--- config.mk ---
export PLATFORM = sky130hd
export DESIGN_NAME = boot_rom_bus_reader
export DESIGN_NICKNAME = d
export VERILOG_FILES = /design/src/rtl/trsio_boot_pkg.sv /design/src/rtl/boot_rom_window_dec.sv /design/src/rtl/boot_rom_bus_reader.sv
export SDC_FILE = /design/constraint.sdc
export NUM_CORES = 1
export LEC_CHECK = 0
export CAP_MARGIN = 30
export CORE_UTILIZATION = 41
export DETAILED_ROUTE_END_ITERATION = 7
export GPL_ROUTABILITY_DRIVEN = 0
export PLACE_DENSITY_LB_ADDON = 0.05
export RECOVER_POWER = 100
export SLEW_MARGIN = 20
export SYNTH_ARGS = -nofsm -noshare
export SYNTH_HDL_FRONTEND = slang
export SYNTH_SLANG_ARGS = --single-unit
--- constraint.sdc ---
create_clock -name clk_i -period 2.85 [get_ports clk_i]
set_input_delay 0.855 -clock clk_i [delete_from_list [all_inputs] [get_ports clk_i]]
set_output_delay 0.855 -clock clk_i [all_outputs]
set_load 0.02 [all_outputs]
--- src/rtl/trsio_boot_pkg.sv ---
// Shared definitions for the boot pROM path.
//   - Default boot window placement and pROM address width.
//   - pROM read latency, shared with every pROM consumer.
//   - Reader FSM state encoding.
package trsio_boot_pkg;

    localparam logic [15:0] ROM_BASE_DEFAULT = 16'h0000;
    localparam int unsigned ROM_AW_DEFAULT   = 8;

    // Clocks from address presented (ce) to byte on dout (registered-output pROM).
    localparam int unsigned ROM_LAT = 2;

    typedef enum logic [2:0] {
        StIdle = 3'd0,
        StAddr = 3'd1,
        StPipe = 3'd2,
        StCapt = 3'd3,
        StHold = 3'd4
    } boot_state_e;

endpackage

--- src/rtl/boot_rom_window_dec.sv ---
// Boot window decoder: reports whether a Z80 address falls inside the pROM window and the
// byte offset into the pROM. Purely combinational; also used by the bus mux.
//   addr_i    Z80 address
//   hit_o     address lies in [ROM_BASE, ROM_BASE + 2**ROM_AW)
//   offset_o  pROM address (addr_i - ROM_BASE, truncated to ROM_AW bits)
module boot_rom_window_dec
    import trsio_boot_pkg::*;
#(
    parameter logic [15:0] ROM_BASE = ROM_BASE_DEFAULT,
    parameter int unsigned ROM_AW   = ROM_AW_DEFAULT
) (
    input  logic [15:0]       addr_i,
    output logic              hit_o,
    output logic [ROM_AW-1:0] offset_o
);

    localparam logic [16:0] WIN_SIZE = 17'd1 << ROM_AW;

    // 17-bit subtraction: an address below ROM_BASE wraps to a huge value and never hits.
    logic [16:0] diff;

    assign diff     = {1'b0, addr_i} - {1'b0, ROM_BASE};
    assign hit_o    = diff < WIN_SIZE;
    assign offset_o = diff[ROM_AW-1:0];

endmodule

--- src/rtl/boot_rom_bus_reader.sv ---
// Boot pROM bus reader: converts synchronized Z80 memory reads in the boot window into pROM
// accesses, stalls the Z80 with WAIT across the two-stage pROM pipeline, then drives the byte
// until the read cycle ends. Owns the boot-overlay flag.
//   clk_i             system clock
//   rst_ni            asynchronous active-low reset
//   bus_addr_i        synchronized Z80 address
//   bus_mem_rd_i      synchronized MREQ&RD level
//   overlay_off_i     one-cycle pulse, unmaps the boot window until next reset
//   rom_ad_o          pROM address
//   rom_ce_o          pROM clock enable (address sample), high only in StAddr
//   rom_oce_o         pROM output-register enable, high only in StPipe
//   rom_reset_o       pROM synchronous reset, active high
//   rom_dout_i        pROM data
//   bus_data_out_o    byte for the Z80 data bus
//   bus_drive_o       data-bus output enable
//   bus_wait_o        Z80 WAIT request
//   overlay_active_o  boot window is mapped
module boot_rom_bus_reader
    import trsio_boot_pkg::*;
#(
    parameter logic [15:0] ROM_BASE = ROM_BASE_DEFAULT,
    parameter int unsigned ROM_AW   = ROM_AW_DEFAULT
) (
    input  logic              clk_i,
    input  logic              rst_ni,
    input  logic [15:0]       bus_addr_i,
    input  logic              bus_mem_rd_i,
    input  logic              overlay_off_i,
    output logic [ROM_AW-1:0] rom_ad_o,
    output logic              rom_ce_o,
    output logic              rom_oce_o,
    output logic              rom_reset_o,
    input  logic [7:0]        rom_dout_i,
    output logic [7:0]        bus_data_out_o,
    output logic              bus_drive_o,
    output logic              bus_wait_o,
    output logic              overlay_active_o
);

    boot_state_e       state_q;
    logic              rd_q;
    logic              abort_q;
    logic [ROM_AW-1:0] rom_ad_q;
    logic              rom_ce_q;
    logic              rom_oce_q;
    logic              rom_reset_q;
    logic [7:0]        data_q;
    logic              drive_q;
    logic              wait_q;
    logic              overlay_q;

    logic              win_hit;
    logic [ROM_AW-1:0] win_offset;
    logic              start;

    boot_rom_window_dec #(
        .ROM_BASE (ROM_BASE),
        .ROM_AW   (ROM_AW)
    ) u_window_dec (
        .addr_i   (bus_addr_i),
        .hit_o    (win_hit),
        .offset_o (win_offset)
    );

    // Rising edge of the read level, gated by the overlay and the window.
    assign start = bus_mem_rd_i & ~rd_q & overlay_q & win_hit;

    // Read-edge history, pROM reset stretch and the overlay flag.
    always_ff @(posedge clk_i or negedge rst_ni) begin
        if (!rst_ni) begin
            rd_q        <= 1'b0;
            rom_reset_q <= 1'b1;
            overlay_q   <= 1'b1;
        end else begin
            rd_q        <= bus_mem_rd_i;
            // Holds the pROM in reset until the first edge after release.
            rom_reset_q <= 1'b0;
            if (overlay_off_i) begin
                overlay_q <= 1'b0;
            end
        end
    end

    // Access sequencer: all bus and pROM controls are registered here.
    always_ff @(posedge clk_i or negedge rst_ni) begin
        if (!rst_ni) begin
            state_q   <= StIdle;
            abort_q   <= 1'b0;
            rom_ad_q  <= '0;
            rom_ce_q  <= 1'b0;
            rom_oce_q <= 1'b0;
            data_q    <= 8'h00;
            drive_q   <= 1'b0;
            wait_q    <= 1'b0;
        end else begin
            // ce and oce are single-cycle strobes, each set on entry to its state.
            rom_ce_q  <= 1'b0;
            rom_oce_q <= 1'b0;
            unique case (state_q)
                StIdle: begin
                    if (start) begin
                        rom_ad_q <= win_offset;
                        rom_ce_q <= 1'b1;
                        wait_q   <= 1'b1;
                        abort_q  <= 1'b0;
                        state_q  <= StAddr;
                    end
                end
                StAddr: begin
                    rom_oce_q <= 1'b1;
                    state_q   <= StPipe;
                    if (!bus_mem_rd_i) begin
                        wait_q  <= 1'b0;
                        abort_q <= 1'b1;
                    end
                end
                StPipe: begin
                    // The pipeline is allowed to finish even after an abort.
                    state_q <= StCapt;
                    if (!bus_mem_rd_i) begin
                        wait_q  <= 1'b0;
                        abort_q <= 1'b1;
                    end
                end
                StCapt: begin
                    wait_q <= 1'b0;
                    if (bus_mem_rd_i && !abort_q) begin
                        data_q  <= rom_dout_i;
                        drive_q <= 1'b1;
                        state_q <= StHold;
                    end else begin
                        // Aborted read: the byte is discarded and the bus is never driven.
                        state_q <= StIdle;
                    end
                end
                StHold: begin
                    if (!bus_mem_rd_i) begin
                        drive_q <= 1'b0;
                        data_q  <= 8'h00;
                        state_q <= StIdle;
                    end
                end
                default: begin
                    state_q <= StIdle;
                end
            endcase
        end
    end

    assign rom_ad_o         = rom_ad_q;
    assign rom_ce_o         = rom_ce_q;
    assign rom_oce_o        = rom_oce_q;
    assign rom_reset_o      = rom_reset_q;
    assign bus_data_out_o   = data_q;
    assign bus_drive_o      = drive_q;
    assign bus_wait_o       = wait_q;
    assign overlay_active_o = overlay_q;

endmodule

# Yosys cells after proc, flatten, opt, wreduce, memory -nomap -nowiden
# Cells that the tools add are included.
[totals]
ff_bits = 27
latchBits = 0
ram_bits = 0
romBits = 0
in_bits = 28
out_inout_bits = 22
wordCells = 54
n_memories = 0
[classes]
n_addsub = 0
n_mul = 0
div_mod_pow = 0
magnitude_cmp = 1
n_eq_ne = 8
shifts = 0
n_mux = 18
bitwise_logic = 4
reduce_logical = 12
[ops]
columns = ["operator", "count"]
rows = [
  ["$lt 16x9->1 const B", 1],
  ["$mux 8", 2],
  ["$pmux 8 s2", 1],
  ["$pmux 3 s5", 1],
  ["$mux 3", 3],
  ["$reduce_and 3->1", 3],
  ["$mux 1", 8],
  ["$ne 2x2->1 const B", 4],
  ["$eq 3x2->1 const B", 2],
  ["$pmux 1 s2", 2],
  ["$reduce_and 2->1", 2],
  ["$reduce_bool 2->1", 2],
  ["$and 1x1->1", 3],
  ["$eq 3x1->1 const B", 1],
  ["$eq 3x3->1 const B", 1],
  ["$logic_not 3->1", 1],
  ["$pmux 1 s3", 1],
  ["$reduce_bool 3->1", 1],
  ["$reduce_or 2->1", 1],
  ["$logic_and 1x1->1", 1],
  ["$logic_not 1->1", 1],
  ["$not 1->1", 1],
]

# Longest topological paths before layout
# Gate-level depths: netlist of run 1.
[logic_depth]
depth_word = 6
depth_mapped = 5
depth_no_buf = 3

# Hierarchy
# From an unflattened synthesis of run 1, not the netlist that was laid out.
[hier_totals]
cells_unflattened = 103
hier_area_um2 = 1237.4
[by_module_without_submodules]
columns = ["mod", "instances", "cells_each", "area_each_um2", "seq_area_each_um2"]
rows = [
  ["boot_rom_bus_reader", 1, 92, 1158.6, 678.2],
  ["boot_rom_window_dec", 1, 11, 78.8, 0.0],
]

# Worst setup path before layout of run 1
# OpenSTA, ideal clock, no wires.
[synth_timing]
path_type = "input to register"
from = "input port bus_addr_i[10]"
to = "register rom_ad_q[0], in the netlist rom_ad_o[0]"
setup_time_ps = 125
t_arrival_ps = 1710
required_time_ps = 2725
slack_ps = 1016
cell_stages = 3
n_path_buf = 0
cell_sequence = "nor3_1 -> nand4_4 -> mux2_2"
[synth_between]
elab_chain_len = 3
[synth_lines]
columns = ["element", "line", "source"]
rows = [
  ["from (decl)", "boot_rom_bus_reader.sv:26", "input logic [15:0] bus_addr_i,"],
  ["$lt 16x9->1", "boot_rom_window_dec.sv:23", "assign hit_o = diff < WIN_SIZE;"],
  ["$and 1x1->1", "boot_rom_bus_reader.sv:66", "assign start = bus_mem_rd_i & ~rd_q & overlay_q & win_hit;"],
  ["$reduce_and 2->1 (no source line)", "-", ""],
  ["to (signal assigned)", "boot_rom_bus_reader.sv:102", "rom_ad_q <= win_offset;"],
  ["to (decl)", "boot_rom_bus_reader.sv:43", "logic [ROM_AW-1:0] rom_ad_q;"],
]
# Every way passes these cells.
# A chain may end at the register's enable or synchronous reset.

# Worst setup path after layout of run 1
[layout_timing]
from = "register overlay_q, in the netlist overlay_active_o"
to = "output port overlay_active_o"
[layout_rtl]
columns = ["element", "line", "source"]
rows = [
  ["from (decl)", "boot_rom_bus_reader.sv:50", "logic overlay_q;"],
  ["from (signal assigned)", "boot_rom_bus_reader.sv:73", "overlay_q <= 1'b1;"],
  ["from (signal assigned)", "boot_rom_bus_reader.sv:79", "overlay_q <= 1'b0;"],
  ["to (decl)", "boot_rom_bus_reader.sv:37", "output logic overlay_active_o"],
]
# No word-level cell between the ends.

==> results of run 1 <==
[cell usage after synthesis (all sizes together)]
| library cell | instances | area share, % |
|---|---|---|
| dfrtp | 25 | 57 |
| a22o | 9 | 7.2 |
| mux2 | 8 | 8.2 |
| buf | 3 | 1.9 |
| inv | 3 | 1.0 |
| nor2 | 3 | 1.0 |
| nor3 | 3 | 1.8 |
| and4bb | 2 | 2.6 |
| dfstp | 2 | 4.8 |
| nor3b | 2 | 1.4 |
| nor4 | 2 | 2.5 |
| a21o | 1 | 0.68 |
| a22oi | 1 | 0.68 |
| a31oi | 1 | 0.57 |
| and2 | 1 | 0.68 |
| conb | 1 | 0.34 |
| maj3 | 1 | 0.91 |
| mux2i | 1 | 2.0 |
| nand2 | 1 | 0.34 |
| nand2b | 1 | 0.57 |
| nand4 | 1 | 1.9 |
| nor2b | 1 | 0.57 |
| or4 | 1 | 0.68 |
| xnor2 | 1 | 0.80 |
[worst paths after layout]
| check | start | end | slack [ns] | depth (start not counted) |
|---|---|---|---|---|
| setup / recovery | overlay_active_o$_DFFE_PN1P_ | overlay_active_o | 0.45 | 1 |
| hold / removal | overlay_active_o$_DFFE_PN1P_ | overlay_active_o$_DFFE_PN1P_ | 0.50 | 1 |
| setup reg to reg | overlay_active_o$_DFFE_PN1P_ | rom_ad_o[6]$_DFFE_PN0P_ | 1.08 | 3 |
| hold reg to reg | overlay_active_o$_DFFE_PN1P_ | overlay_active_o$_DFFE_PN1P_ | 0.50 | 1 |
| max in group asynchronous | rst_ni | bus_data_out_o[6]$_DFFE_PN0P_ | 0.67 | 2 |
| min in group asynchronous | rst_ni | rom_ad_o[1]$_DFFE_PN0P_ | 1.37 | 2 |
[metal layers]
layer	share of wire, %	up-vias	GRT usage (%)
met5	0	-	0
met4	1.4	0	10.1
met3	6.8	4	5.08
met2	50	29	28.2
met1	42	378	18.6
li1	-	375	-
[final cells by class]
type / count / share of cell area [%]
Clock buffer: 3 / 1.40
Sequential cell: 27 / 42.1
Multi-Input combinational cell: 42 / 22.5
Clock inverter: 1 / 0.311
Inverter: 3 / 0.699
Tap cell: 30 / 2.33
Timing Repair Buffer: 50 / 30.7
[power groups by stage]
stage                     clock (uW)  sequential (uW)  combinational, uW
after detailed placement           0              393               56.8
after global placement             0              393               55.5
after global routing             197              386               56.6
final                            168              386               52.5
after CTS                        174              386               56.7
after floorplan                    0              394               5.16
[cell families (layout without fill, tap and decap cells)]
| kind of cell | Yosys count | in the layout |
|---|---|---|
| buf+inv | 6 | 57 |
| xor+xnor | 1 | 1 |
| compound gates | 12 | 12 |
| flops | 27 | 27 |
| other cells | 1 | 1 |
| fa+ha+maj | 1 | 1 |
| mux | 9 | 9 |
| simple gates | 18 | 18 |
[stage by stage]
stage | utilization [%] | total power (uW) | instances
final | 64.5 | 606 | 156
after global placement | 64.6 | 448 | 152
after detailed placement | 64.6 | 449 | 152
after floorplan | - | 399 | 75
after global routing | 64.5 | 639 | 156
after CTS | 65.7 | 617 | 156
[sequential cells by signal (all words and copies together) (netlist names)]
register and cells:
abort_q 1, bus_data_out_o 8, bus_drive_o 1, bus_wait_o 1, overlay_active_o 1, rd_q 1, rom_ad_o 8, rom_ce_o 1
rom_oce_o 1, rom_reset_o 1, state_q 3
==> flow_metrics.py, run 1 <==
metrics = {
    "setup_path": {
        "startpoint_type": "register",
        "end_kind": "output pin",
        "crit_chain": "dlygate4sd3_1",
        "max_stage_delay_ns": 0.67,
        "worstPathMaxFanout": 3,
        "cp_num_buf_inv": 1,
        "cpLargestDelayFamily": "buffers and inverters",
        "crit_required_ns": 2.00,
        "cp.arrival_ns": 1.55,
        "criticalPathCategory": "register to output pin",
        "cp_slowest_cell": "dlygate4sd3_1",
    },
    "clock_tree": {
        "clock_latency_ns": 0.33,
        "ctsResizeCount": 0,
        "cts_sinks": 27,
        "cts_setup_buffers": 0,
        "clk_path_buf_depth": 2,
        "htreeDepth": 1,
        "tritoncts": "done",
        "holdBufCountCts": 0,
        "cts_root_buffer": "clkbuf_4",
        "cts_inserted_buffers": 3,
        "path_clk_slew_ns": 0.14,
    },
    "min_path": {
        "hp-class": "register to register",
    },
    "sta": {
        "rsz0062_at_grt": "false",
        "hold-worst-slack_ns": 0.502,
        "maxSlewViolCount": 0,
        "setup_violations": 0,
        "setup_tns_ns": 0,
        "relSlewSlack_pct": 6.22,
        "tightest_slew_ns": 1.41,
        "fin_crit_sh_pct": 84.4,
        "setup_ws_ns": 0.446,
        "fmax_mhz": 416,
        "period_minus_slack_ns": 2.40,
        "skew_ns": 0.00436,
        "hold_violations": 0,
    },
    "synth": {
        "synthMuxAreaShare_pct": 10.2,
        "synth_nets": 103,
        "yosys_warnings": 0,
        "synth_area_um2": 1100,
        "syn_area_per_cell_um2": 14.7,
        "synth_top_family_by_area": "simple AND/OR/NAND/NOR gates",
        "synth-simple-area-share_pct": 14.1,
        "synthCells": 75,
        "yosysSeqAreaShare_pct": 61.6,
        "ys_ff_latch": 27,
        "synth_xor_area_share_pct": 0.795,
        "ys_types": 28,
        "synthAdderAreaFrac_pct": 0.909,
        "synth-compound-area-share_pct": 9.09,
    },
    "floorplanning": {
        "initial_core_util_pct": 44.0,
        "rows": 18,
        "io_pins": 50,
        "die_width_um": 53.8,
        "die-height_um": 53.8,
        "die_area_um2": 2900,
        "core_area_um2": 2500,
    },
    "detailed_routing": {
        "wl_mm": 2.13,
        "drt-pass1-iter-count": 3,
        "drc": 0,
        "vias_per_cell": 5.04,
        "drt-wirelength-per-cell_um": 13.6,
        "dr_total_vias": 786,
        "antenna_left": 0,
        "drt_iter0_drc": 3,
    },
    "finish": {
        "multi_input_area_um2": 363,
        "drive_above_1_share_pct": 14.3,
        "fillerInstances": 216,
        "ff_latch_area_um2": 678,
        "syn_to_final_growth_pct": 46.4,
        "diodes": 0,
        "final_area_um2": 1610,
        "mostFrequentLayoutCells": "dfrtp_1 (25), dlygate4sd3_1 (25), clkdlybuf4s50_1 (24)",
        "nets": 155,
    },
    "power": {
        "p_leak_uw": 0.000796,
        "combPwrFrac_pct": 8.7,
        "cellPowerDensity_nw_per_um2": 376,
        "p_switching_uw": 133,
        "clkPwrFrac_pct": 27.7,
        "seqPwrFrac_pct": 63.6,
        "swShare_pct": 22.0,
        "ir_worst_vdd_uv": 336,
        "internal_power_uw": 473,
    },
    "grt": {
        "grt_pass1_wl_mm": 3.35,
        "grtUsageTotal_pct": 16.8,
        "antenna_found_initial": 0,
        "first_global_vias": 763,
        "overflow": 0,
        "grt_max_degree": 28,
    },
    "placed_design": {
        "dp_slack_ns": 0.442,
        "place.port_buffers": 49,
        "dp_hpwl_mm": 1.56,
        "place_area_um2": 1620,
    },
    "job": {
        "cap_violations": 0,
    },
    "status": {
        "status": "completed",
    },
}
No activity file was read; power rests on OpenSTA's default activity.
==> run 2, diff against run 1 <==
--- a/config.mk
+++ b/config.mk
@@ -6,7 +6,7 @@
 export NUM_CORES = 1
 export LEC_CHECK = 0
 export CAP_MARGIN = 30
-export CORE_UTILIZATION = 41
+export CORE_UTILIZATION = 36
 export DETAILED_ROUTE_END_ITERATION = 7
 export GPL_ROUTABILITY_DRIVEN = 0
 export PLACE_DENSITY_LB_ADDON = 0.05
==> constraint.sdc (replaced) <==
create_clock -name clk_i -period 2.02 [get_ports clk_i]
set_input_delay 0.606 -clock clk_i [delete_from_list [all_inputs] [get_ports clk_i]]
set_output_delay 0.606 -clock clk_i [all_outputs]
set_load 0.02 [all_outputs]
==> run 2 against run 1 <==
Against the previous run: the flow now finishes with violations (design-rule violations); via count grew 0.51%; first-iteration DRC count grew to 5.3 times the previous value; largest cell class unchanged; routed wire length up 3.2%; total power up 40%; register-to-register slack lost 0.65 ns; non-clock buffer count grew 4; core utilization decreased by 6.3 points; sequential share of layout area down 0.90 points; global-route usage fell by 2.1 points; critical path depth did not move; critical path type unchanged.
==> flow_metrics.py, run 2 (synthesized netlist as in run 1, its figures left out) <==
metrics = {
    "status": {
        "status": "finished, violations left",
        "violations": "design-rule violations",
    },
    "finish": {
        "syn_to_final_growth_pct": 49.5,
        "fin_cells": 161,
        "final_common_cell": "clkdlybuf4s50_1",
        "mostFrequentLayoutCells": "clkdlybuf4s50_1 (43), dfrtp_1 (25), a22o_1 (9)",
        "diodes": 0,
        "fin_util_pct": 58.2,
        "drive_above_1_share_pct": 17.7,
        "nets": 159,
    },
    "floorplanning": {
        "die_width_um": 57.3,
        "initial_core_util_pct": 38.9,
        "die-height_um": 57.3,
        "io_pins": 50,
        "core_area_um2": 2830,
        "rows": 19,
        "die_area_um2": 3280,
    },
    "setup_path": {
        "cp_num_buf_inv": 1,
        "reg2reg_to": "rom_ad_o[6]$_DFFE_PN0P_",
        "cp_slowest_cell": "dlygate4sd3_1",
        "crit_required_ns": 1.41,
        "reg2reg_depth": 3,
        "cp.depth": 1,
        "crit_chain": "dlygate4sd3_1",
        "startpoint_type": "register",
        "r2r_start": "overlay_active_o$_DFFE_PN1P_",
        "worstPathMaxFanout": 1,
        "max_stage_delay_ns": 0.64,
        "cp-endpoint": "rom_ce_o",
        "cpLargestDelayFamily": "buffers and inverters",
        "criticalPathCategory": "register to output pin",
        "r2r_slack_ns": 0.43,
        "end_kind": "output pin",
        "startpoint": "rom_ce_o$_DFF_PN0_",
        "cp.arrival_ns": 1.33,
    },
    "sta": {
        "period_minus_slack_ns": 1.94,
        "tightest_slew_ns": 0.651,
        "rsz0062_at_grt": "false",
        "relSlewSlack_pct": 56.6,
        "setup_violations": 0,
        "hold_violations": 0,
        "maxSlewViolCount": 0,
        "setup_tns_ns": 0,
        "fin_crit_sh_pct": 95.9,
        "fmax_mhz": 516,
        "skew_ns": 0.00362,
    },
    "detailed_routing": {
        "drt-wirelength-per-cell_um": 13.6,
        "drc": 4,
        "antenna_left": 0,
        "drt_iter0_drc": 16,
        "dr_total_vias": 790,
        "vias_per_cell": 4.91,
        "drt-pass1-iter-count": 6,
        "wl_mm": 2.19,
    },
    "grt": {
        "grt_max_degree": 28,
        "antenna_found_initial": 0,
        "first_global_vias": 802,
        "overflow": 0,
        "grtUsageTotal_pct": 14.7,
        "grt_pass1_wl_mm": 3.60,
    },
    "clock_tree": {
        "clock_latency_ns": 0.32,
        "clk_path_buf_depth": 2,
        "path_clk_slew_ns": 0.14,
        "cts_inserted_buffers": 3,
        "cts_sinks": 27,
        "cts_root_buffer": "clkbuf_4",
        "cts_setup_buffers": 0,
        "htreeDepth": 1,
        "tritoncts": "done",
    },
    "placed_design": {
        "dp_cells": 157,
        "dp_hpwl_mm": 1.62,
        "place.port_buffers": 49,
    },
    "min_path": {
        "hp-class": "register to register",
    },
    "power": {
        "p_leak_uw": 0.000752,
        "ir_worst_vdd_uv": 389,
        "cellPowerDensity_nw_per_um2": 515,
    },
    "job": {
        "cap_violations": 0,
    },
}
## run 2: changes by cell type in the layout (fill, tap and decap cells not counted), moves of 2 or more
cell	change
dlygate4sd3_1	-21
dlygate4sd2_1	+2
clkdlybuf4s50_1	+19
buf_4	+3
## run 2: worst min-delay path by stage
stage                                             from                           end  slack (ns)  cells past startpoint
after floorplan                                 rst_ni           abort_q$_DFFE_PN0P_        0.31                      0
after global placement         bus_drive_o$_DFFE_PN0P_       bus_drive_o$_DFFE_PN0P_        0.47                      1
after detailed placement       bus_drive_o$_DFFE_PN0P_       bus_drive_o$_DFFE_PN0P_        0.46                      1
after CTS                      bus_drive_o$_DFFE_PN0P_       bus_drive_o$_DFFE_PN0P_        0.50                      1
after global routing      overlay_active_o$_DFFE_PN1P_  overlay_active_o$_DFFE_PN1P_        0.51                      1
final                     overlay_active_o$_DFFE_PN1P_  overlay_active_o$_DFFE_PN1P_        0.50                      1
## run 2: layout make-up
type | instances | area, um^2
timing repair buffer | 54 | 519
fill | 238 | 1180
multi-input combinational | 42 | 373
tap | 31 | 38.8
inverter | 3 | 11.3
clock buffer | 4 | 26.3
sequential | 27 | 678
## run 2: repair_timing
| item | in CTS | in global routing |
|---|---|---|
| gates resized for setup | 2 | 0 |
| hold buffers | 0 | 0 |
| endpoints found under the setup margin | 2 | 0 |
## run 2: metal layers
metal | vias up | track usage [%] | part of all wire (%)
li1 | 378 | - | -
met5 | - | 0 | 0
met3 | 4 | 2.95 | 6.0
met2 | 31 | 24.0 | 49
met1 | 377 | 18.6 | 43
met4 | 0 | 7.32 | 1.3
## run 2: metrics by stage
step | power (uW) | area [um^2] | hold slack (ns) | setup slack (ns)
floorplan | 563 | 1100 | 0.310 | 0.435
global placement | 635 | 1650 | 0.466 | -0.0684
detailed placement | 637 | 1650 | 0.465 | -0.0959
CTS | 865 | 1670 | 0.505 | 0.0817
global route | 895 | 1650 | 0.514 | 0.0253
finish | 848 | 1650 | 0.502 | 0.0827
## run 2: power by group
group	switching, uW	total, uW	internal, uW
sequential	0.465	544	543
clock	150	227	77.2
combinational	26.1	77.2	51.1
## run 2: worst register-to-register path: cells and delay by family, from the launching register on
kind	cells	cell delay (ns)
simple gates	2	0.55
flops	1	0.56
mux	1	0.38
==> run 3, diff against run 2 <==
--- a/config.mk
+++ b/config.mk
@@ -6,6 +6,7 @@
 export NUM_CORES = 1
 export LEC_CHECK = 0
 export CAP_MARGIN = 30
+export CORE_MARGIN = 3
 export CORE_UTILIZATION = 36
 export DETAILED_ROUTE_END_ITERATION = 7
 export GPL_ROUTABILITY_DRIVEN = 0
==> run 3 against run 2 <==
Against the previous run: the run now ends clean; final area unchanged; total power is 0.91% lower; die area up 14%; core utilization unchanged; sequential share of layout area unchanged; first-iteration DRC count increased by 19%; setup slack lost 0.0019 ns; via count grew 1.0%; count of clock-buffer cells in the layout is the same; cell count unchanged; clock skew is 0.0013 ns higher.
==> flow_metrics.py, run 3 (synthesized netlist as in run 1, its figures left out) <==
metrics = {
    "setup_path": {
        "startpoint_type": "register",
        "crit_required_ns": 1.41,
        "cpLargestDelayFamily": "buffers and inverters",
        "max_stage_delay_ns": 0.64,
        "cp.arrival_ns": 1.33,
        "crit_chain": "dlygate4sd3_1",
        "end_kind": "output pin",
        "cp_num_buf_inv": 1,
        "worstPathMaxFanout": 1,
        "cp_slowest_cell": "dlygate4sd3_1",
        "criticalPathCategory": "register to output pin",
    },
    "sta": {
        "hold_violations": 0,
        "maxSlewViolCount": 0,
        "fin_crit_sh_pct": 96.0,
        "skew_ns": 0.00497,
        "setup_violations": 0,
        "hold-worst-slack_ns": 0.494,
        "fmax_mhz": 516,
        "tightest_slew_ns": 0.640,
        "setup_tns_ns": 0,
        "rsz0062_at_grt": "false",
        "relSlewSlack_pct": 57.4,
        "period_minus_slack_ns": 1.94,
    },
    "detailed_routing": {
        "drt-wirelength-per-cell_um": 13.5,
        "drt-pass1-iter-count": 4,
        "routed.top_layer": "met4",
        "drt_iter0_drc": 19,
        "wl_met3_um": 138,
        "drc": 0,
        "wl_mm": 2.18,
        "met2_length_mm": 1.02,
        "drt-met1-wl_um": 985,
        "vias_per_cell": 4.96,
        "antenna_left": 0,
        "dr_total_vias": 798,
    },
    "placed_design": {
        "place_area_um2": 1650,
        "dp_hpwl_mm": 1.59,
        "place.port_buffers": 49,
    },
    "finish": {
        "syn_to_final_growth_pct": 49.5,
        "drive_above_1_share_pct": 17.7,
        "fin_util_pct": 58.2,
        "mostFrequentLayoutCells": "clkdlybuf4s50_1 (42), dfrtp_1 (25), a22o_1 (9)",
        "final_common_cell": "clkdlybuf4s50_1",
        "diodes": 0,
        "final_area_um2": 1650,
        "nets": 159,
    },
    "grt": {
        "grt_max_degree": 28,
        "overflow": 0,
        "antenna_found_initial": 0,
        "grtUsageTotal_pct": 13.0,
        "first_global_vias": 782,
        "grt_pass1_wl_mm": 3.51,
    },
    "floorplanning": {
        "die_width_um": 61.3,
        "initial_core_util_pct": 38.9,
        "io_pins": 50,
        "core_area_um2": 2830,
        "die-height_um": 61.3,
        "die_area_um2": 3760,
        "rows": 19,
    },
    "clock_tree": {
        "cts_setup_buffers": 0,
        "tritoncts": "done",
        "clock_latency_ns": 0.31,
        "clk_path_buf_depth": 2,
        "cts_inserted_buffers": 3,
        "htreeDepth": 1,
        "path_clk_slew_ns": 0.13,
        "cts_sinks": 27,
        "cts_root_buffer": "clkbuf_4",
    },
    "min_path": {
        "hp-class": "register to register",
    },
    "job": {
        "cap_violations": 0,
    },
    "power": {
        "ir_worst_vdd_uv": 333,
        "cellPowerDensity_nw_per_um2": 510,
        "p_leak_uw": 0.000753,
    },
    "status": {
        "status": "completed",
    },
}
run 3: repair_timing:
action                     in CTS  in global routing
hold buffers                    0                  0
setup endpoints to repair       2                  0
gates resized for setup         2                  0
run 3: where the power goes:
group | switching [uW] | internal (uW) | total [uW]
clock | 143 | 77.1 | 220
combinational | 25.4 | 50.9 | 76.4
sequential | 0.320 | 543 | 544
run 3: layout make-up:
class	instances	area (um^2)
timing repair buffer	54	519
multi-input combinational	42	373
sequential	27	678
fill	254	1180
tap	31	38.8
inverter	3	11.3
clock buffer	4	26.3
run 3: worst paths after layout:
| check | start | endpoint | slack [ns] | cells after the start |
|---|---|---|---|---|
| min in group asynchronous | rst_ni | bus_data_out_o[7]$_DFFE_PN0P_ | 0.83 | 2 |
| max in group asynchronous | rst_ni | rom_ad_o[2]$_DFFE_PN0P_ | 0.78 | 2 |
| worst min register to register | bus_drive_o$_DFFE_PN0P_ | bus_drive_o$_DFFE_PN0P_ | 0.49 | 1 |
| worst max-delay path | rom_oce_o$_DFF_PN0_ | rom_oce_o | 0.08 | 1 |
| worst max register to register | overlay_active_o$_DFFE_PN1P_ | rom_ad_o[4]$_DFFE_PN0P_ | 0.43 | 3 |
| worst min-delay path | bus_drive_o$_DFFE_PN0P_ | bus_drive_o$_DFFE_PN0P_ | 0.49 | 1 |
run 3: per-layer routing:
metal / vias up / track usage (%)
met1: 387 / 16.7
met5: - / 0
met4: 0 / 6.50
met2: 28 / 21.0
li1: 379 / -
met3: 4 / 2.52
run 3: worst reg2reg max path: cells and delay by family, from the launching register on:
family	cells	cell delay (ns)
mux	1	0.38
flops	1	0.55
simple gates	2	0.56
run 3: through the flow:
step	worst slack, ns	total power (uW)	cells
finish	0.0808	840	161
floorplan	0.435	563	75
CTS	0.0736	864	161
global route	0.0260	883	161
global placement	-0.0735	635	157
detailed placement	-0.117	636	157
